$ cat config.mk
export PLATFORM = sky130hd
export DESIGN_NAME = trap_controller
export DESIGN_NICKNAME = d
export VERILOG_FILES = /design/src/rtl/trap_controller.sv
export SDC_FILE = /design/constraint.sdc
export NUM_CORES = 1
export LEC_CHECK = 0
export CORE_MARGIN = 8
export CORE_UTILIZATION = 32
export DETAILED_ROUTE_END_ITERATION = 12
export GPL_TIMING_DRIVEN = 0
export PLACE_DENSITY = 0.77
export SLEW_MARGIN = 40
export SYNTH_ARGS = -nofsm -noshare
export SYNTH_HDL_FRONTEND = slang
export SYNTH_SLANG_ARGS = --single-unit
$ cat constraint.sdc
create_clock -name Clock -period 3.11 [get_ports Clock]
set_input_delay 0.7775 -clock Clock [delete_from_list [all_inputs] [get_ports Clock]]
set_output_delay 0.7775 -clock Clock [all_outputs]
set_load 0.02 [all_outputs]
$ cat src/rtl/trap_controller.sv
// ---------------------------------------------------------------------------
// trap_controller
//   Branch / exception / interrupt arbitration for the Kabeta pipeline.
//   Picks the next-PC source every cycle, produces the trap vector address,
//   flushes and acknowledges pipeline stages, and acknowledges interrupt
//   lines. Interrupts are synchronised through two flops and are held off
//   for HOLD_CYC cycles after every dispatch. Exceptions are never held off.
//
//   Ports
//     Clock        in   system clock, rising edge
//     SysReset     in   asynchronous active-low reset
//     ExcReq       in   per-stage exception request (bit0 = IF)
//     ExcCode      in   per-stage 3-bit code, stage s at [3s+2:3s]
//     Stall        in   load-use stall from the hazard unit
//     Supervisor   in   supervisor mode, masks interrupts
//     IRQ          in   asynchronous interrupt lines, active high
//     BrCond       in   branch condition (`BRC_*) of the branch in BR_STG
//     Ra           in   branch test operand
//     ExcAddr      out  vector address, meaningful when PC_Sel == `PCS_EXCA
//     PC_Sel       out  next-PC mux select (`PCS_*)
//     Flush        out  per-stage flush
//     ExcAck       out  per-stage exception accepted (stage saves its PC)
//     ReplicatePC  out  taken-branch PC replicate
//     IrqAck       out  one-hot pulse on interrupt dispatch
//
//   Build option
//     TRAP_IRQ_EDGE_EN  defined: a synchronised rising edge latches a pending
//                       bit that is held until acknowledged.
//                       undefined: pending is the synchronised level, nothing
//                       is latched and IrqAck is informative only.
// ---------------------------------------------------------------------------

`ifndef PCS_PCNX
`define PCS_PCNX  2'd0
`endif
`ifndef PCS_PCLIT
`define PCS_PCLIT 2'd1
`endif
`ifndef PCS_REGA
`define PCS_REGA  2'd2
`endif
`ifndef PCS_EXCA
`define PCS_EXCA  2'd3
`endif

`ifndef BRC_NV
`define BRC_NV 2'd0
`endif
`ifndef BRC_EQ
`define BRC_EQ 2'd1
`endif
`ifndef BRC_NE
`define BRC_NE 2'd2
`endif
`ifndef BRC_AL
`define BRC_AL 2'd3
`endif

module trap_controller #(
  parameter int          NUM_STG    = 4,
  parameter int          BR_STG     = 1,
  parameter int          NUM_IRQ    = 4,
  parameter logic [31:0] VEC_BASE   = 32'h0000_0000,
  parameter int          VEC_STRIDE = 4,
  parameter int          HOLD_CYC   = 3
) (
  input  logic                 Clock,
  input  logic                 SysReset,
  input  logic [NUM_STG-1:0]   ExcReq,
  input  logic [3*NUM_STG-1:0] ExcCode,
  input  logic                 Stall,
  input  logic                 Supervisor,
  input  logic [NUM_IRQ-1:0]   IRQ,
  input  logic [1:0]           BrCond,
  input  logic [31:0]          Ra,
  output logic [31:0]          ExcAddr,
  output logic [1:0]           PC_Sel,
  output logic [NUM_STG-1:0]   Flush,
  output logic [NUM_STG-1:0]   ExcAck,
  output logic                 ReplicatePC,
  output logic [NUM_IRQ-1:0]   IrqAck
);

  localparam int STG_W = (NUM_STG > 1) ? $clog2(NUM_STG) : 1;
  localparam int IRQ_W = (NUM_IRQ > 1) ? $clog2(NUM_IRQ) : 1;
  localparam int CNT_W = (HOLD_CYC > 1) ? $clog2(HOLD_CYC) : 1;

  localparam logic [CNT_W-1:0]   HOLD_LOAD = CNT_W'(HOLD_CYC - 1);
  // Stages 0..BR_STG: flushed by a taken branch; also the "shallow" stages
  // whose exceptions yield to branch and stall.
  localparam logic [NUM_STG-1:0] BR_FLUSH  = NUM_STG'((1 << (BR_STG + 1)) - 1);
  // Stages 0..BR_STG+1: flushed on interrupt entry.
  localparam logic [NUM_STG-1:0] IRQ_FLUSH = NUM_STG'((1 << (BR_STG + 2)) - 1);
  // The stage right after branch resolution: bubbled on stall, and the stage
  // whose PC is saved on interrupt entry.
  localparam logic [NUM_STG-1:0] DRAIN_BIT = NUM_STG'(1 << (BR_STG + 1));

  typedef enum logic [1:0] {
    RST_VEC = 2'd0,
    IDLE    = 2'd1,
    HOLD    = 2'd2
  } trapState_t;

  trapState_t         stateR;
  trapState_t         stateNxtS;
  logic [CNT_W-1:0]   holdCntR;
  logic [CNT_W-1:0]   holdCntNxtS;
  logic [NUM_IRQ-1:0] irqMetaR;
  logic [NUM_IRQ-1:0] irqSyncR;
  logic [NUM_IRQ-1:0] pendingS;

  logic               brTakenS;
  logic [NUM_STG-1:0] excReqS;
  logic               excHitS;
  logic [STG_W-1:0]   excStgS;
  logic [NUM_STG-1:0] codeLsbS;
  logic               irqGoS;
  logic [IRQ_W-1:0]   irqIdxS;
  logic               trapS;
  logic               unusedCodeBits;

  // Only the LSB of each stage code selects the vector; the rest is reserved.
  assign unusedCodeBits = ^ExcCode;

  // Index of the highest set request bit (deepest stage).
  function automatic logic [STG_W-1:0] deepestStage(input logic [NUM_STG-1:0] req);
    logic [STG_W-1:0] idx;
    idx = '0;
    for (int s = 0; s < NUM_STG; s++) begin
      if (req[s]) begin
        idx = STG_W'(s);
      end
    end
    return idx;
  endfunction

  // Index of the lowest set interrupt bit.
  function automatic logic [IRQ_W-1:0] lowestIrq(input logic [NUM_IRQ-1:0] req);
    logic [IRQ_W-1:0] idx;
    idx = '0;
    for (int i = NUM_IRQ - 1; i >= 0; i--) begin
      if (req[i]) begin
        idx = IRQ_W'(i);
      end
    end
    return idx;
  endfunction

  // Mask with bits 0..stg set.
  function automatic logic [NUM_STG-1:0] thruMask(input logic [STG_W-1:0] stg);
    logic [NUM_STG-1:0] m;
    m = '0;
    for (int i = 0; i < NUM_STG; i++) begin
      m[i] = (i <= int'(stg));
    end
    return m;
  endfunction

  // Vector table entry address for a slot number.
  function automatic logic [31:0] vecAddr(input int slot);
    return VEC_BASE + 32'(VEC_STRIDE * slot);
  endfunction

  // Gather the vector-select bit (code LSB) of every stage.
  always_comb begin
    codeLsbS = '0;
    for (int s = 0; s < NUM_STG; s++) begin
      codeLsbS[s] = ExcCode[3*s];
    end
  end

  // Two-flop synchroniser for the asynchronous interrupt lines.
  always_ff @(posedge Clock or negedge SysReset) begin
    if (!SysReset) begin
      irqMetaR <= '0;
      irqSyncR <= '0;
    end else begin
      irqMetaR <= IRQ;
      irqSyncR <= irqMetaR;
    end
  end

`ifdef TRAP_IRQ_EDGE_EN
  logic [NUM_IRQ-1:0] irqPrevR;
  logic [NUM_IRQ-1:0] pendR;
  logic [NUM_IRQ-1:0] riseS;
  logic [NUM_IRQ-1:0] pendNxtS;

  // Edge-latched pending: a fresh edge is visible the cycle it is seen.
  // When an older pending bit is acknowledged while a new edge arrives, the
  // new edge survives the acknowledge.
  always_comb begin
    riseS    = irqSyncR & ~irqPrevR;
    pendingS = pendR | riseS;
    pendNxtS = (~IrqAck & pendingS) | (IrqAck & pendR & riseS);
  end

  // Edge-detect history and pending latch.
  always_ff @(posedge Clock or negedge SysReset) begin
    if (!SysReset) begin
      irqPrevR <= '0;
      pendR    <= '0;
    end else begin
      irqPrevR <= irqSyncR;
      pendR    <= pendNxtS;
    end
  end
`else
  // Level-sensitive: pending simply follows the synchronised lines.
  always_comb begin
    pendingS = irqSyncR;
  end
`endif

  // Request qualification: shallow exceptions yield to a taken branch or a
  // stall (the instruction may be squashed or replayed).
  always_comb begin
    brTakenS = (BrCond == `BRC_AL)
             | ((BrCond == `BRC_EQ) & (Ra == 32'd0))
             | ((BrCond == `BRC_NE) & (Ra != 32'd0));
    excReqS  = (brTakenS | Stall) ? (ExcReq & ~BR_FLUSH) : ExcReq;
    excHitS  = |excReqS;
    excStgS  = deepestStage(excReqS);
    irqGoS   = (stateR == IDLE) & ~Supervisor & (|pendingS);
    irqIdxS  = lowestIrq(pendingS);
  end

  // Priority decision: exception, interrupt, stall, branch, sequential.
  always_comb begin
    PC_Sel      = `PCS_PCNX;
    ExcAddr     = VEC_BASE;
    Flush       = '0;
    ExcAck      = '0;
    ReplicatePC = 1'b0;
    IrqAck      = '0;
    trapS       = 1'b0;
    if (stateR == RST_VEC) begin
      PC_Sel = `PCS_EXCA;
    end else if (excHitS) begin
      PC_Sel  = `PCS_EXCA;
      ExcAddr = vecAddr(1 + 2 * int'(excStgS) + int'(codeLsbS[excStgS]));
      Flush   = thruMask(excStgS);
      ExcAck  = NUM_STG'(1) << excStgS;
      trapS   = 1'b1;
    end else if (irqGoS) begin
      PC_Sel  = `PCS_EXCA;
      ExcAddr = vecAddr(1 + 2 * NUM_STG + int'(irqIdxS));
      Flush   = IRQ_FLUSH;
      ExcAck  = DRAIN_BIT;
      IrqAck  = NUM_IRQ'(1) << irqIdxS;
      trapS   = 1'b1;
    end else if (Stall) begin
      Flush = DRAIN_BIT;
    end else if (brTakenS) begin
      PC_Sel      = (BrCond == `BRC_AL) ? `PCS_REGA : `PCS_PCLIT;
      Flush       = BR_FLUSH;
      ReplicatePC = 1'b1;
    end else begin
      PC_Sel = `PCS_PCNX;
    end
  end

  // Sequencing: reset vector, then idle; any dispatch (re)starts the holdoff.
  always_comb begin
    stateNxtS   = stateR;
    holdCntNxtS = holdCntR;
    case (stateR)
      RST_VEC: begin
        stateNxtS   = IDLE;
        holdCntNxtS = '0;
      end
      IDLE: begin
        if (trapS) begin
          stateNxtS   = HOLD;
          holdCntNxtS = HOLD_LOAD;
        end else begin
          stateNxtS   = IDLE;
        end
      end
      HOLD: begin
        if (trapS) begin
          stateNxtS   = HOLD;
          holdCntNxtS = HOLD_LOAD;
        end else if (holdCntR == '0) begin
          stateNxtS   = IDLE;
        end else begin
          holdCntNxtS = holdCntR - CNT_W'(1);
        end
      end
      default: begin
        stateNxtS   = RST_VEC;
        holdCntNxtS = '0;
      end
    endcase
  end

  // FSM state and holdoff counter.
  always_ff @(posedge Clock or negedge SysReset) begin
    if (!SysReset) begin
      stateR   <= RST_VEC;
      holdCntR <= '0;
    end else begin
      stateR   <= stateNxtS;
      holdCntR <= holdCntNxtS;
    end
  end

endmodule

Yosys cells after proc, flatten, opt, wreduce, memory -nomap -nowiden
Index checks and enable logic that the tools add are counted.
{"block": "classes", "reduce_logical": 7, "n_eq_ne": 8, "bitwise": 8, "shift": 2, "add_sub_neg": 4, "magnitude_cmp": 4, "mux": 46}
{"operator": "2-to-1 mux 2 bit", "count": 20}
{"operator": "zero test 32 bit", "count": 1}
{"operator": "nonzero test 32 bit", "count": 1}
{"operator": "2-to-1 mux 4 bit", "count": 7}
{"operator": "2-to-1 mux 7 bit", "count": 3}
{"operator": "2-to-1 mux 1 bit", "count": 10}
{"operator": "2-to-1 mux 3 bit", "count": 3}
{"operator": "OR reduction 4 bit", "count": 2}
{"operator": "<< shifter 1 x 2 -> 4 bit, first input constant", "count": 2}
{"operator": "equality test 2 bit, second input constant", "count": 3}
{"operator": "inequality test 3 bit, second input constant", "count": 2}
{"operator": "one-hot mux 2 bit (3 select lines)", "count": 1}
{"operator": "adder 4 x 1 -> 5 bit", "count": 1}
{"operator": "adder 4 x 2 -> 5 bit, first input constant", "count": 1}
{"operator": "adder 1 x 3 -> 4 bit, first input constant", "count": 1}
{"operator": "AND 1 bit", "count": 4}
{"operator": "equality test 2 x 1 -> 1 bit, second input constant", "count": 2}
{"operator": "less-or-equal comparator 2 bit, first input constant", "count": 2}
{"operator": "zero test 2 bit", "count": 2}
{"operator": "one-hot mux 2 bit (2 select lines)", "count": 1}
{"operator": "< comparator 2 x 3 -> 1 bit, second input constant", "count": 1}
{"operator": "OR 1 bit", "count": 3}
{"operator": "binary-select mux 1 bit (select 2 bit)", "count": 1}
{"operator": "less-or-equal comparator 1 x 2 -> 1 bit, first input constant", "count": 1}
{"operator": "4 further kinds", "count": 4}
{"block": "word_totals", "wordCells": 83, "out_inout_bits": 47, "reg_bits": 12}

Depth between registers and ports, before layout
{"block": "logic_depth", "depth_word": 14, "mapped_depth": 8, "mapped_depth_nobuf": 8}

Worst setup path after synthesis
OpenSTA, ideal clock, no wires.
{"block": "synth_timing", "path_kind": "in2out", "startpoint": "in Ra[9]", "endpoint": "out ExcAddr[4]", "path_buffers": 0, "stages": 8, "setup_slack_ns": -0.215, "arrival_ns": 2.548, "cell_sequence": "nor4_2 and4_1 a21boi_0 or2_1 o31ai_1 ha_1 a211o_1 and3_1"}
{"block": "synth_between", "elab_chain_cells": 14, "elab_cells_between_ends": 18, "classes_between": "add/sub: 2; mux: 8; bitwise: 5; reduce/logical: 3"}
{"item": "start: declaration", "line_no": "75", "rtl": "input logic [31:0] Ra,"}
{"item": "zero test 32 bit", "line_no": "219", "rtl": "| ((BrCond == `BRC_EQ) & (Ra == 32'd0))"}
{"item": "AND 1 bit", "line_no": "219"}
{"item": "OR 1 bit", "line_no": "218", "rtl": "brTakenS = (BrCond == `BRC_AL)"}
{"item": "OR 1 bit *", "line_no": "218"}
{"item": "OR 1 bit *", "line_no": "221", "rtl": "excReqS = (brTakenS | Stall) ? (ExcReq & ~BR_FLUSH) : ExcReq;"}
{"item": "2-to-1 mux 2 bit *", "line_no": "221"}
{"item": "branches (longest 6 deep; another with adder 4 x 1 -> 5 bit)"}
{"item": "2-to-1 mux 7 bit *", "line_no": "239", "rtl": "end else if (excHitS) begin"}
{"item": "2-to-1 mux 7 bit *", "line_no": "237", "rtl": "if (stateR == RST_VEC) begin"}
{"item": "end: declaration", "line_no": "76", "rtl": "output logic [31:0] ExcAddr,"}
Mark *: on every way between the ends. The select of a mux whose other input is x is not followed.

Final worst setup path
{"block": "layout_timing", "startpoint": "in Ra[4]", "endpoint": "out ExcAddr[4]"}
The elaborated chain is that of the path after synthesis.

==> results.ini <==
[floorplanning]
die_w_um = 84.5
start_util = 0.325
die_y_um = 84.5
row_count = 25
ios = 105
coreArea_sq_mm = 0.00463
dieArea_sq_mm = 0.00714

[clocking]
clockBufferDepth = 2
cts.htree.levels = 1
clock_sink_count = 12
cts_buffers = 3
insertion_delay_ns = 0.24
cts_root_buf = clkbuf_8
cts_tree = done
clk_pin_slew_ns = 0.05

[sta]
period_needed_ns = 3.43
timing.final.crit_share = 1.10
hold_viol_final = 0
whs_ns = 0.347
layout_setup_ws_ns = -0.321
rsz0062_at_grt = true
timing.fmax_mhz = 291
setup_viol_count_final = 15
drv_slew = 0
clock_skew_ns = 0.00346

[route]
vias_per_cell = 4.81
postRouteAntennaNets = 0
drc = 0
drtIter0Drc = 83
vias = 1703
drt_first_pass_iters = 4
post_drt_wl_per_cell_um = 15.3
wirelength_mm = 5.41

[placed_design]
dp_hpwl_mm = 3.79
portBuffers = 67
place.gp.congestion = 0.870
dpl.cell_count = 321

[min_path]
hold_class = reg2reg
hold_start = irqMetaR[1]$_DFF_PN0_

[synthesis]
ys_warn_count = 0
syn_area_per_cell_sq_um = 8.69
synth.distinct_cells = 49
yosysSeqAreaShare = 0.200
postSynthCellCount = 173
synth-seq-cells = 12
synthesis.area_sq_mm = 0.00150
synth_edf_count = 0
postSynth.asyncResetShare = 1.00
synth_top_flop_cell = dfrtp_1

[cells_and_area]
finalNonFillerCells = 354
syn_to_final_growth_pct = 88.6
nets = 369
insertedDiodeCount = 0
layout_common_cells = 59 x buf_4, 28 x conb_1, 24 x buf_6, 22 x buf_2
final_common_cell = buf_4
utilization = 0.612
layout-drive-gt1-share = 0.557

[power]
ir_worst_vdd_mv = 0.212
leakage_nw = 1.31
p_per_area_mw_per_mm2 = 396
finalPower_mw = 1.12

[grt]
grt_pass1_wl_mm = 8.03
grt.total_usage = 0.133
grt-ovfl-total = 0
grt_max_degree = 13
antenna_found_initial = 0
grt_pass1_vias = 1679

[worst_setup_path]
endpoint_kind = primary output
critical_path.cell_chain = buf_6, nor4_4, and4_4, a21boi_4, or2_4, o31ai_4, ha_2, a211o_1, and3_4, buf_6
worst_path_max_delay_cell = and4_4
critPathMaxFanout = 4
worst_setup_path_start_kind = primary input
crit_path_frequent_cell = buf_6
cp.required_ns = 2.33
worst_ep_arrival_time_ns = 2.65
rr_startpoint = stateR[1]$_DFFE_PN0P_
crit_type = in2out
crit_start = Ra[4]
critPathMaxStageDelay_ns = 0.33

[job]
drv_cap = 0

[outcome]
status = finished with violations
violations = setup timing

worst max-delay path, delay by kind of cell:
family	cells	cell delay, ns
buf+inv	2	0.21
fa+ha+maj	1	0.22
compound gates	3	0.37
simple gates	4	1.09
worst paths after layout:
check,to,cells after the start,slack (ns)
worst max-delay path,ExcAddr[4],10,-0.32
worst min-delay path,irqSyncR[1]$_DFF_PN0_,0,0.35
worst max register to register,stateR[1]$_DFFE_PN0P_,8,0.83
worst min register to register,irqSyncR[1]$_DFF_PN0_,0,0.35
max in group asynchronous,irqMetaR[2]$_DFF_PN0_,1,1.91
min in group asynchronous,irqMetaR[0]$_DFF_PN0_,1,0.87
stage by stage:
step / worst slack, ns / setup TNS, ns / cell area (sq um)
2_1_floorplan: -0.117 / -0.378 / 1690
3_5_place_dp: -1.33 / -17.66 / 2430
4_1_cts: -0.302 / -1.08 / 2670
6_report: -0.321 / -2.23 / 2830
5_1_grt: -0.383 / -3.22 / 2830
3_3_place_gp: -1.32 / -17.02 / 2430
cell families after synthesis:
| group | count (synthesis) | synth area share |
|---|---|---|
| simple gates | 69 | 0.336 |
| buf+inv | 43 | 0.182 |
| compound gates | 36 | 0.182 |
| flops | 12 | 0.200 |
| fa+ha+maj | 10 | 0.0833 |
| mux | 2 | 0.0150 |
| other cells | 1 | 0.00250 |
cell type report:
| cell class | instances | area (sq um) |
|---|---|---|
| inverter | 10 | 37.5 |
| multi-input combinational | 145 | 1320 |
| buffer | 32 | 238 |
| fill | 381 | 1800 |
| sequential | 12 | 300 |
| tap | 54 | 67.6 |
| clock buffer | 4 | 55.1 |
| timing repair buffer | 97 | 815 |
routing by layer:
metal | track usage | wire length (um) | vias up
met5 | 0 | 0 | -
met4 | 0.0307 | 42 | 0
met3 | 0.0478 | 421 | 6
met2 | 0.241 | 2840 | 70
met1 | 0.144 | 2110 | 794
li1 | - | - | 833
where the power goes:
group	switching, mW	internal (mW)	leakage, nW	total [mW]
logic	0.427	0.336	1.13	0.763
registers	0.0172	0.177	0.146	0.194
clock network	0.0526	0.111	0.0288	0.164
total	0.497	0.625	1.31	1.12
sequential cells by signal, indices dropped and copies added (netlist names):
register / count
irqMetaR: 4
irqSyncR: 4
holdCntR: 2
stateR: 2
repair_timing:
item	CTS	global route
setup endpoints to repair	19	19
resized for setup	258	36
pin swaps	31	25
buffers inserted	25	6
hold buffers	0	0
synthesized netlist by cell type (2+ instances only):
cell type,n,area [sq um]
buf_4,29,218
nand4_1,2,12.5
inv_1,10,37.5
o22ai_1,2,12.5
clkbuf_1,2,7.51
nand2b_1,3,18.8
and3_1,2,12.5
nor4_2,5,62.6
o31ai_1,2,15.0
dfrtp_1,12,300
or3_1,4,25.0
o32ai_1,2,17.5
nor3b_1,6,45.0
nand2_1,6,22.5
nand3_1,6,30.0
a211o_1,3,26.3
nor2_1,14,52.6
ha_1,10,125
a31oi_1,2,12.5
nor3_1,5,25.0
or2_1,3,18.8
nor4_4,5,106
a21oi_1,7,35.0
mux2_2,2,22.5
o21ai_0,5,25.0
No activity file was read; power rests on OpenSTA's default activity.
